===== config.mk =====
export PLATFORM = sky130hd
export DESIGN_NAME = fifo_xfer_ctrl_flat
export DESIGN_NICKNAME = d
export VERILOG_FILES = /design/src/rtl/fifo_xfer_ctrl_if.sv /design/src/rtl/fifo_xfer_ctrl.sv /design/src/flat_wrapper.sv
export SDC_FILE = /design/constraint.sdc
export NUM_CORES = 1
export LEC_CHECK = 0
export ABC_AREA = 0
export BUFFER_PORTS_ARGS = -buffer_cell sky130_fd_sc_hd__buf_2
export CELL_PAD_IN_SITES_DETAIL_PLACEMENT = 0
export CELL_PAD_IN_SITES_GLOBAL_PLACEMENT = 1
export CORE_ASPECT_RATIO = 0.6
export CORE_MARGIN = 1.5
export CORE_UTILIZATION = 30
export CTS_BUF_LIST = sky130_fd_sc_hd__clkbuf_16
export CTS_CLUSTER_DIAMETER = 30
export DETAILED_ROUTE_END_ITERATION = 12
export PLACE_DENSITY = 0.73
export SYNTH_ARGS = -nofsm -noshare
export SYNTH_HDL_FRONTEND = slang
export SYNTH_SLANG_ARGS = --single-unit

===== constraint.sdc =====
create_clock -name clk -period 4.4 [get_ports clk]
set_clock_uncertainty 0.2 [all_clocks]
set_input_delay 1.1 -clock clk [delete_from_list [all_inputs] [get_ports clk]]
set_output_delay 1.1 -clock clk [all_outputs]
set_load 0.005 [all_outputs]

===== src/rtl/fifo_xfer_ctrl_if.sv =====
// -----------------------------------------------------------------------------
// fifo_xfer_ctrl_if
// Groups the upstream-FIFO read port and the downstream-FIFO write port used by
// fifo_xfer_ctrl.
//   master : the transfer controller (drives src_rd, dst_wr, dst_din)
//   slave  : the FIFO side (drives src_empty, src_valid, src_dout,
//            dst_count, dst_full)
// Parameters:
//   DATA_W : word width
//   CW     : width of dst_count ($clog2(DST_DEPTH)+1)
// -----------------------------------------------------------------------------
interface fifo_xfer_ctrl_if #(
    parameter int DATA_W = 32,
    parameter int CW     = 10
);
    logic              src_rd;
    logic              src_empty;
    logic              src_valid;
    logic [DATA_W-1:0] src_dout;
    logic [CW-1:0]     dst_count;
    logic              dst_full;
    logic              dst_wr;
    logic [DATA_W-1:0] dst_din;

    modport master (
        output src_rd, dst_wr, dst_din,
        input  src_empty, src_valid, src_dout, dst_count, dst_full
    );

    modport slave (
        input  src_rd, dst_wr, dst_din,
        output src_empty, src_valid, src_dout, dst_count, dst_full
    );
endinterface


===== src/rtl/fifo_xfer_ctrl.sv =====
// -----------------------------------------------------------------------------
// fifo_xfer_ctrl
// Moves words from an upstream FIFO (read latency RD_LAT) into a downstream
// FIFO. Reads are throttled by an in-flight credit counter so the downstream
// FIFO cannot overflow whatever the read latency.
// Ports:
//   clk, reset      : clock, synchronous active-high reset
//   start, xfer_len : burst start pulse and length (0 = unlimited)
//   stop            : level, ends the burst early
//   bus (master)    : upstream read / downstream write port
//   busy, done      : RUN/DRAIN indicator, one-cycle completion pulse
//   xfer_count      : words written in the current or last burst
//   err             : sticky protocol error, cleared only by reset
// -----------------------------------------------------------------------------
module fifo_xfer_ctrl #(
    parameter int DATA_W    = 32,
    parameter int RD_LAT    = 1,
    parameter int DST_DEPTH = 512,
    parameter int CNT_W     = 16
) (
    input  logic                 clk,
    input  logic                 reset,
    input  logic                 start,
    input  logic [CNT_W-1:0]     xfer_len,
    input  logic                 stop,
    fifo_xfer_ctrl_if.master     bus,
    output logic                 busy,
    output logic                 done,
    output logic [CNT_W-1:0]     xfer_count,
    output logic                 err
);
    localparam int CW = $clog2(DST_DEPTH) + 1;
    localparam int OW = $clog2(RD_LAT + 2) + 1;
    localparam int FW = $clog2(RD_LAT + 1);
    localparam logic [CW:0]      DEPTH_CMP = (CW+1)'(DST_DEPTH);
    localparam logic [CNT_W-1:0] CNT_ZERO  = {CNT_W{1'b0}};
    localparam logic [CNT_W-1:0] CNT_ONE   = CNT_W'(1);
    localparam logic [OW-1:0]    OUT_ZERO  = {OW{1'b0}};
    localparam logic [OW-1:0]    OUT_ONE   = OW'(1);
    localparam logic [FW-1:0]    FL_ZERO   = {FW{1'b0}};
    localparam logic [FW-1:0]    FL_ONE    = FW'(1);
    localparam logic [FW-1:0]    FL_LOAD   = FW'(RD_LAT);

    typedef enum logic [1:0] {
        ST_IDLE  = 2'd0,
        ST_RUN   = 2'd1,
        ST_DRAIN = 2'd2,
        ST_DONE  = 2'd3
    } state_t;

    state_t            state_r, state_nxt_s;
    logic [CNT_W-1:0]  xfer_len_r, issued_r, xfer_count_r;
    logic [OW-1:0]     outstanding_r;
    logic [FW-1:0]     flush_r;
    logic              dst_wr_r, busy_r, done_r, err_r;
    logic [DATA_W-1:0] dst_din_r;
    logic              src_rd_s, start_ok_s, len_ok_s, len_hit_s, credit_ok_s;
    logic              valid_live_s, busy_nxt_s, done_nxt_s, err_set_s;
    logic [CW:0]       credit_sum_s;

    // Words still in the upstream pipe at reset belong to the aborted burst;
    // flush_r masks src_valid for RD_LAT cycles after reset so they are dropped.
    assign valid_live_s = bus.src_valid && (flush_r == FL_ZERO);
    assign start_ok_s   = start && (state_r == ST_IDLE);
    assign len_ok_s     = (xfer_len_r == CNT_ZERO) || (issued_r < xfer_len_r);
    assign len_hit_s    = (xfer_len_r != CNT_ZERO) && (issued_r == xfer_len_r);
    // Occupancy plus words already requested must stay below capacity.
    assign credit_sum_s = {1'b0, bus.dst_count} + (CW+1)'(outstanding_r);
    assign credit_ok_s  = credit_sum_s < DEPTH_CMP;

    // State register.
    always_ff @(posedge clk) begin
        if (reset) begin
            state_r <= ST_IDLE;
        end else begin
            state_r <= state_nxt_s;
        end
    end

    // Next-state logic.
    always_comb begin
        state_nxt_s = state_r;
        case (state_r)
            ST_IDLE: begin
                if (start) state_nxt_s = ST_RUN;
                else       state_nxt_s = ST_IDLE;
            end
            ST_RUN: begin
                if (len_hit_s || stop) state_nxt_s = ST_DRAIN;
                else                   state_nxt_s = ST_RUN;
            end
            ST_DRAIN: begin
                if (outstanding_r == OUT_ZERO) state_nxt_s = ST_DONE;
                else                           state_nxt_s = ST_DRAIN;
            end
            ST_DONE: state_nxt_s = ST_IDLE;
            default: state_nxt_s = ST_IDLE;
        endcase
    end

    // Output logic: read issue and next values of the registered status flags.
    always_comb begin
        src_rd_s   = 1'b0;
        busy_nxt_s = 1'b0;
        done_nxt_s = 1'b0;
        // stop overrides a read that would otherwise be issued this cycle.
        if ((state_r == ST_RUN) && !stop && !bus.src_empty && len_ok_s &&
            credit_ok_s && !reset) begin
            src_rd_s = 1'b1;
        end else begin
            src_rd_s = 1'b0;
        end
        case (state_nxt_s)
            ST_RUN:   busy_nxt_s = 1'b1;
            ST_DRAIN: busy_nxt_s = 1'b1;
            ST_DONE:  done_nxt_s = 1'b1;
            default: begin
                busy_nxt_s = 1'b0;
                done_nxt_s = 1'b0;
            end
        endcase
    end

    // Burst bookkeeping: latched length, issued reads, written words, in-flight count.
    always_ff @(posedge clk) begin
        if (reset) begin
            xfer_len_r    <= CNT_ZERO;
            issued_r      <= CNT_ZERO;
            xfer_count_r  <= CNT_ZERO;
            outstanding_r <= OUT_ZERO;
        end else if (start_ok_s) begin
            xfer_len_r    <= xfer_len;
            issued_r      <= CNT_ZERO;
            xfer_count_r  <= CNT_ZERO;
            outstanding_r <= OUT_ZERO;
        end else begin
            if (src_rd_s) issued_r <= issued_r + CNT_ONE;
            else          issued_r <= issued_r;
            if (dst_wr_r) xfer_count_r <= xfer_count_r + CNT_ONE;
            else          xfer_count_r <= xfer_count_r;
            case ({src_rd_s, dst_wr_r})
                2'b10: outstanding_r <= outstanding_r + OUT_ONE;
                // A stray write (already flagged as an error) must not underflow.
                2'b01: begin
                    if (outstanding_r != OUT_ZERO) outstanding_r <= outstanding_r - OUT_ONE;
                    else                           outstanding_r <= outstanding_r;
                end
                default: outstanding_r <= outstanding_r;
            endcase
        end
    end

    // Registered write stage and post-reset flush window.
    always_ff @(posedge clk) begin
        if (reset) begin
            dst_wr_r  <= 1'b0;
            dst_din_r <= {DATA_W{1'b0}};
            flush_r   <= FL_LOAD;
        end else begin
            dst_wr_r  <= valid_live_s;
            dst_din_r <= bus.src_dout;
            if (flush_r != FL_ZERO) flush_r <= flush_r - FL_ONE;
            else                    flush_r <= flush_r;
        end
    end

    assign err_set_s = (valid_live_s && (outstanding_r == OUT_ZERO) && !dst_wr_r) ||
                       (dst_wr_r && bus.dst_full) ||
                       (start && busy_r);

    // Registered status outputs and sticky error.
    always_ff @(posedge clk) begin
        if (reset) begin
            busy_r <= 1'b0;
            done_r <= 1'b0;
            err_r  <= 1'b0;
        end else begin
            busy_r <= busy_nxt_s;
            done_r <= done_nxt_s;
            err_r  <= err_r | err_set_s;
        end
    end

    assign bus.src_rd  = src_rd_s;
    assign bus.dst_wr  = dst_wr_r;
    assign bus.dst_din = dst_din_r;
    assign busy        = busy_r;
    assign done        = done_r;
    assign xfer_count  = xfer_count_r;
    assign err         = err_r;
endmodule

===== src/flat_wrapper.sv =====
// flat-port wrapper written by rule: the top's interface ports become plain ports
module fifo_xfer_ctrl_flat 
#(
    parameter int DATA_W    = 32,
    parameter int RD_LAT    = 1,
    parameter int DST_DEPTH = 512,
    parameter int CNT_W     = 16
)
  (clk, reset, start, xfer_len, stop, busy, done, xfer_count, err, bus_src_rd, bus_dst_wr, bus_dst_din, bus_src_empty, bus_src_valid, bus_src_dout, bus_dst_count, bus_dst_full);
  fifo_xfer_ctrl_if #(.DATA_W(DATA_W)) bus_i ();
  input  logic clk;
  input  logic reset;
  input  logic start;
  input  logic [CNT_W-1:0] xfer_len;
  input  logic stop;
  output logic busy;
  output logic done;
  output logic [CNT_W-1:0] xfer_count;
  output logic err;
  output wire logic [$bits(bus_i.src_rd)-1:0] bus_src_rd;
  output wire logic [$bits(bus_i.dst_wr)-1:0] bus_dst_wr;
  output wire logic [$bits(bus_i.dst_din)-1:0] bus_dst_din;
  input wire logic [$bits(bus_i.src_empty)-1:0] bus_src_empty;
  input wire logic [$bits(bus_i.src_valid)-1:0] bus_src_valid;
  input wire logic [$bits(bus_i.src_dout)-1:0] bus_src_dout;
  input wire logic [$bits(bus_i.dst_count)-1:0] bus_dst_count;
  input wire logic [$bits(bus_i.dst_full)-1:0] bus_dst_full;
  assign bus_src_rd = bus_i.src_rd;
  assign bus_dst_wr = bus_i.dst_wr;
  assign bus_dst_din = bus_i.dst_din;
  assign bus_i.src_empty = bus_src_empty;
  assign bus_i.src_valid = bus_src_valid;
  assign bus_i.src_dout = bus_src_dout;
  assign bus_i.dst_count = bus_dst_count;
  assign bus_i.dst_full = bus_dst_full;
  fifo_xfer_ctrl #(.DATA_W(DATA_W), .RD_LAT(RD_LAT), .DST_DEPTH(DST_DEPTH), .CNT_W(CNT_W)) u_core (.clk(clk), .reset(reset), .start(start), .xfer_len(xfer_len), .stop(stop), .bus(bus_i), .busy(busy), .done(done), .xfer_count(xfer_count), .err(err));
endmodule

After elaboration in Yosys (flattened, before gate mapping)
Cells that the tools add are included.
- bitwise logic cells: 2
- $add $sub $neg: 6
- mux-type cells: 10
- multipliers: 0
- reduce and logical (&&, ||, !) cells: 29
- $lt $le $gt $ge: 2
- equality and inequality tests: 10
- shift-type cells: 0
- div/mod/pow operators: 0
- operators by type and width (kind ; count):
    adder 16 x 1 -> 16 bit (second input constant) ; 2
    == test 16 bit ; 1
    logical NOT 16 bit ; 1
    less-than comparator 16 bit ; 1
    nonzero test 16 bit ; 1
    logical AND 1 bit ; 12
    adder 10 x 3 -> 11 bit ; 1
    less-than comparator 11 x 10 -> 1 bit (second input constant) ; 1
    == test 2 bit (second input constant) ; 5
    one-hot mux 2 bit (4 select lines) ; 1
    == test 2 x 1 -> 1 bit (second input constant) ; 3
    two-way mux 1 bit ; 6
    one-hot mux 3 bit (2 select lines) ; 1
    logical NOT 1 bit ; 4
    logical OR 1 bit ; 4
    OR reduction 2 bit ; 2
    adder 3 x 1 -> 3 bit (second input constant) ; 1
    logical NOT 3 bit ; 1
    two-way mux 3 bit ; 1
    nonzero test 3 bit ; 1
    subtractor 3 x 1 -> 3 bit (second input constant) ; 1
    logical NOT 2 bit ; 1
    two-way mux 2 bit ; 1
    != test 2 x 1 -> 1 bit (second input constant) ; 1
    other kinds (5) ; 5
- input bits: 65
- bits in registers: 90
- output and inout bits: 53
- latch bits: 0
- logic and storage cells: 70
- ROM bits: 0
- bits in writable memories: 0
- memories kept: 0

Longest topological paths before layout
- depth after elaboration: 10
- mapped depth: 13
- gate-level depth less buffers: 13

Worst setup path after synthesis
OpenSTA, ideal clock, no wires.
- kind: in2out
- from: input bus_dst_count[1]
- to: output bus_src_rd
- stages on the path: 7
- required time: 3100 ps
- slack: 816 ps
- path buffers: 0
- arrival time: 2284 ps
- cell sequence: ha_1 > a31o_2 > a21oi_1 > nor3_1 > nor2_1 > nand2_1 > inv_1
- longest elaborated chain between the ends: 5
- RTL lines (what ; RTL line ; text):
    start: declaration ; flat_wrapper.sv:26 ; input wire logic [$bits(bus_i.dst_count)-1:0] bus_dst_count;
    adder 10 x 3 -> 11 bit ; fifo_xfer_ctrl.sv:68 ; assign credit_sum_s = {1'b0, bus.dst_count} + (CW+1)'(outstanding_r);
    less-than comparator 11 x 10 -> 1 bit ; fifo_xfer_ctrl.sv:69 ; assign credit_ok_s = credit_sum_s < DEPTH_CMP;
    logical AND 1 bit ; fifo_xfer_ctrl.sv:107 ; if ((state_r == ST_RUN) && !stop && !bus.src_empty && len_ok_s &&
    logical AND 1 bit ; fifo_xfer_ctrl.sv:108 ; credit_ok_s && !reset) begin
    two-way mux 1 bit ; fifo_xfer_ctrl.sv:107 ;
    end: declaration ; flat_wrapper.sv:20 ; output wire logic [$bits(bus_i.src_rd)-1:0] bus_src_rd;
No other way between the ends.

Worst setup path after layout
- from: register u_core.xfer_len_r[13]
- to: output bus_src_rd
- longest elaborated chain between the ends: 6
- elaborated cells between the ends (all ways): 7
- classes of those cells: order compare (1); mux (1); reduce/logical (5)
- RTL lines (what ; RTL line ; text):
    start: declaration ; fifo_xfer_ctrl.sv:52 ; logic [CNT_W-1:0] xfer_len_r, issued_r, xfer_count_r;
    start signal: assignment ; fifo_xfer_ctrl.sv:132 ; xfer_len_r <= xfer_len;
    less-than comparator 16 bit / logical NOT 16 bit (equally long branches) ; fifo_xfer_ctrl.sv:65 ; assign len_ok_s = (xfer_len_r == CNT_ZERO) || (issued_r < xfer_len_r);
    logical OR 1 bit * ; fifo_xfer_ctrl.sv:65 ;
    logical AND 1 bit * (2 in series) ; fifo_xfer_ctrl.sv:107 ;
    logical AND 1 bit * ; fifo_xfer_ctrl.sv:108 ;
    two-way mux 1 bit * ; fifo_xfer_ctrl.sv:107 ;
Every way passes the cells marked *; elsewhere a longest branch is shown, timed or not.

==> flow_summary.toml <==
[outcome]
outcome = "finished clean"

[route]
drc_errors = 0
drtIter0Drc = 161
vias = 3157
dr.pass1.iters = 4
routed_wl_um = 8871
wire_per_inst_um = 12.44
via_per_inst = 4.428
ant_nets = 0

[sta]
drv_slew = 0
finalSetupViolCount = 0
relSlewSlack_pct = 51.59
hold_viol_final = 0
fmax_mhz = 256.9
setup_tns_ns = 0
grt_setup_unrepaired = "false"
tightest_slew_ns = 0.7262
fin_crit_ns = 3.893
fin_crit_sh_pct = 88.48

[global_routing]
grt_pass1_vias = 2911
grt_pass1_wl_um = 14510
antenna_found_initial = 0
overflow = 0
grt_max_degree = 59
grt_use_total_pct = 13.68

[yosys]
synth_cell_types = 42
ys.flop_type = "dfxtp_1"
yosysWarnings = 0
muxShareOfSynthArea_pct = 1.093
synth_top_family_by_area = "simple AND/OR/NAND/NOR gates"
synth_area_per_cell_um2 = 8.849
seq_area_frac_synth_pct = 47.68
async_flop_share_pct = 0
synth-simple-area-share_pct = 26.56
ys_ff_latch = 90
synth_area_um2 = 3779
synth-adder-area-share_pct = 7.483
synth_edf_count = 0
synth-compound-area-share_pct = 7.417
synth_xor_area_share_pct = 5.795
syn_nets = 514
synth_cells = 427

[critical_path]
crit_top_cell = "inv_1"
crit_path_end_kind = "output pin"
criticalPathCategory = "register to output pin"
cp_slowest_cell = "o41ai_1"
slowest_delay_ns = 0.42
cp_data_arrival_time_ns = 2.59
startpoint_type = "register"
cp_max_fo = 4
cp_num_buf_inv = 4
critPathTopFamily = "compound AO/OA/AOI/OAI gates"
worst_ep_required_time_ns = 3.10
cp_cell_sequence = "inv_1 > ha_1 > nand4_2 > nor2_1 > a311o_1 > o41ai_1 > buf_4 > nand2_1 > inv_1 > buf_2"

[clock_tree]
root_buffer = "clkbuf_16"
numCtsBuffers = 9
ctsLongestPathBuffers = 2
postCtsHoldBufs = 0
clock_sinks = 90
clk_latency_ns = 0.34
h-tree-depth = 3
clkSlewWorstSetupHoldPaths_ns = 0.07
cts_resized = 0
cts_setup_buffers = 0
cts_tree = "built"

[place]
place.gp.congestion = 0.7648
dp_hpwl_um = 6837
numPortBuffers = 117

[hold_path]
hold_path_class = "register to register"

[final_layout]
drive_above_1_share_pct = 26.64
layout.nets = 630
antenna_cells = 0
layout_commonest_cell = "buf_2"
nFillCells = 1265
areaGrowthSynthToFinish_pct = 28.58
layout_common_cells = "buf_2 (117), dfxtp_1 (90), nand2_1 (61)"

[power]
p_leak_nw = 2.073
p_total_mw = 1.869
powerDensity_nw_per_um2 = 384.6
peakVddDrop_v = 0.0002002

[die]
start_util_pct = 31.03
std_cell_rows = 31
pin_count = 118
die-area_um2 = 13300
die_h_um = 89.93
core_area_um2 = 12180
fp.dieW_um = 147.9

[run]
maxCapViolCount = 0
==> cell families (layout without fill, tap and decap cells) <==
group                      Yosys count  in the layout
muxes                                4              4
AOI/OAI and AO/OA                   48             48
DFF                                 90             90
xor gates and xnor gates            25             25
buffers and inverters               38            159
adders and majority gates           22             22
and+or+nand+nor                    200            200
==> worst register-to-register path, stage by stage (launching register included) <==
cell	delay [ns]
dfxtp_1	0.37
inv_1	0.06
ha_1	0.31
nand4_2	0.14
nor4_1	0.37
a21boi_0	0.30
o41ai_1	0.13
buf_4	0.16
nand2_1	0.09
buf_4	0.15
nand2_1	0.07
fa_1	0.40
nor4_1	0.34
o21ai_0	0.13
nor3b_1	0.14
==> sequential cells by signal, summed over array words and instances, names as in the netlist <==
signal                flops
u_core.bus.dst_din       32
u_core.bus.dst_wr         1
u_core.busy               1
u_core.done               1
u_core.err                1
u_core.flush_r            1
u_core.issued_r          16
u_core.outstanding_r      3
u_core.state_r            2
u_core.xfer_count        16
u_core.xfer_len_r        16
==> metal layers <==
metal  share of wire [%]  GRT usage [%]  vias up
met1                  54          20.43     1400
met4                0.81          2.970        0
met5                   0              0        -
met2                  39          18.22       82
li1                    -              -     1666
met3                 7.0          5.228        9
==> per-stage QoR <==
| stage | cell area [um^2] | hold WS, ns | setup WS [ns] | util, % | cells |
|---|---|---|---|---|---|
| 2_1_floorplan | 3779 | 0.2490 | 0.8158 | - | 427 |
| 3_3_place_gp | 4537 | 0.2652 | 0.5923 | 37.25 | 697 |
| 3_5_place_dp | 4537 | 0.2729 | 0.5413 | 37.25 | 697 |
| 4_1_cts | 4858 | 0.2834 | 0.4890 | 39.89 | 713 |
| 5_1_grt | 4858 | 0.3015 | 0.3309 | 39.89 | 713 |
| 6_report | 4858 | 0.2793 | 0.5069 | 39.89 | 713 |
==> power by group <==
part / internal, mW / switching (mW) / leakage, nW / total, mW
Clock: 0.459 / 0.355 / 0.155 / 0.814
Sequential: 0.849 / 0.0186 / 0.738 / 0.868
Combinational: 0.0850 / 0.102 / 1.18 / 0.187
==> synth_stat cells, types with 4 or more instances <==
cell	n	area (um^2)
xnor2_1	12	105.1
nand3_1	7	35.03
xor2_1	13	113.9
a21oi_1	29	145.1
nor4_1	12	75.07
nor2_1	40	150.1
dfxtp_1	90	1802
ha_1	21	262.8
nor3_1	5	25.02
nand2b_1	4	25.02
nor2b_1	37	231.5
nand4_1	10	62.56
and3_1	5	31.28
or3_1	9	56.30
o21ai_0	7	35.03
inv_1	21	78.83
clkbuf_1	15	56.30
nand2_1	61	229.0
==> final timing paths <==
kind | startpoint | endpoint | slack, ns | depth (start not counted)
max | u_core.xfer_len_r[13] | bus_src_rd | 0.51 | 10
min | u_core.xfer_len_r[9] | u_core.xfer_len_r[9] | 0.28 | 2
max reg2reg | u_core.xfer_len_r[13] | u_core.outstanding_r[2] | 0.91 | 14
min reg2reg | u_core.xfer_len_r[9] | u_core.xfer_len_r[9] | 0.28 | 2
==> layout make-up <==
type                    instances  area, um^2  area share [%]
repair buffers                122       623.1           12.83
multi-input cells             299        1827           37.60
inverters                      21       78.83           1.622
well taps                     165       206.4           4.249
clock buffers                   9       225.2           4.636
clock inverters                 7       96.34           1.983
flip-flops and latches         90        1802           37.08
No activity file was read; power rests on OpenSTA's default activity.
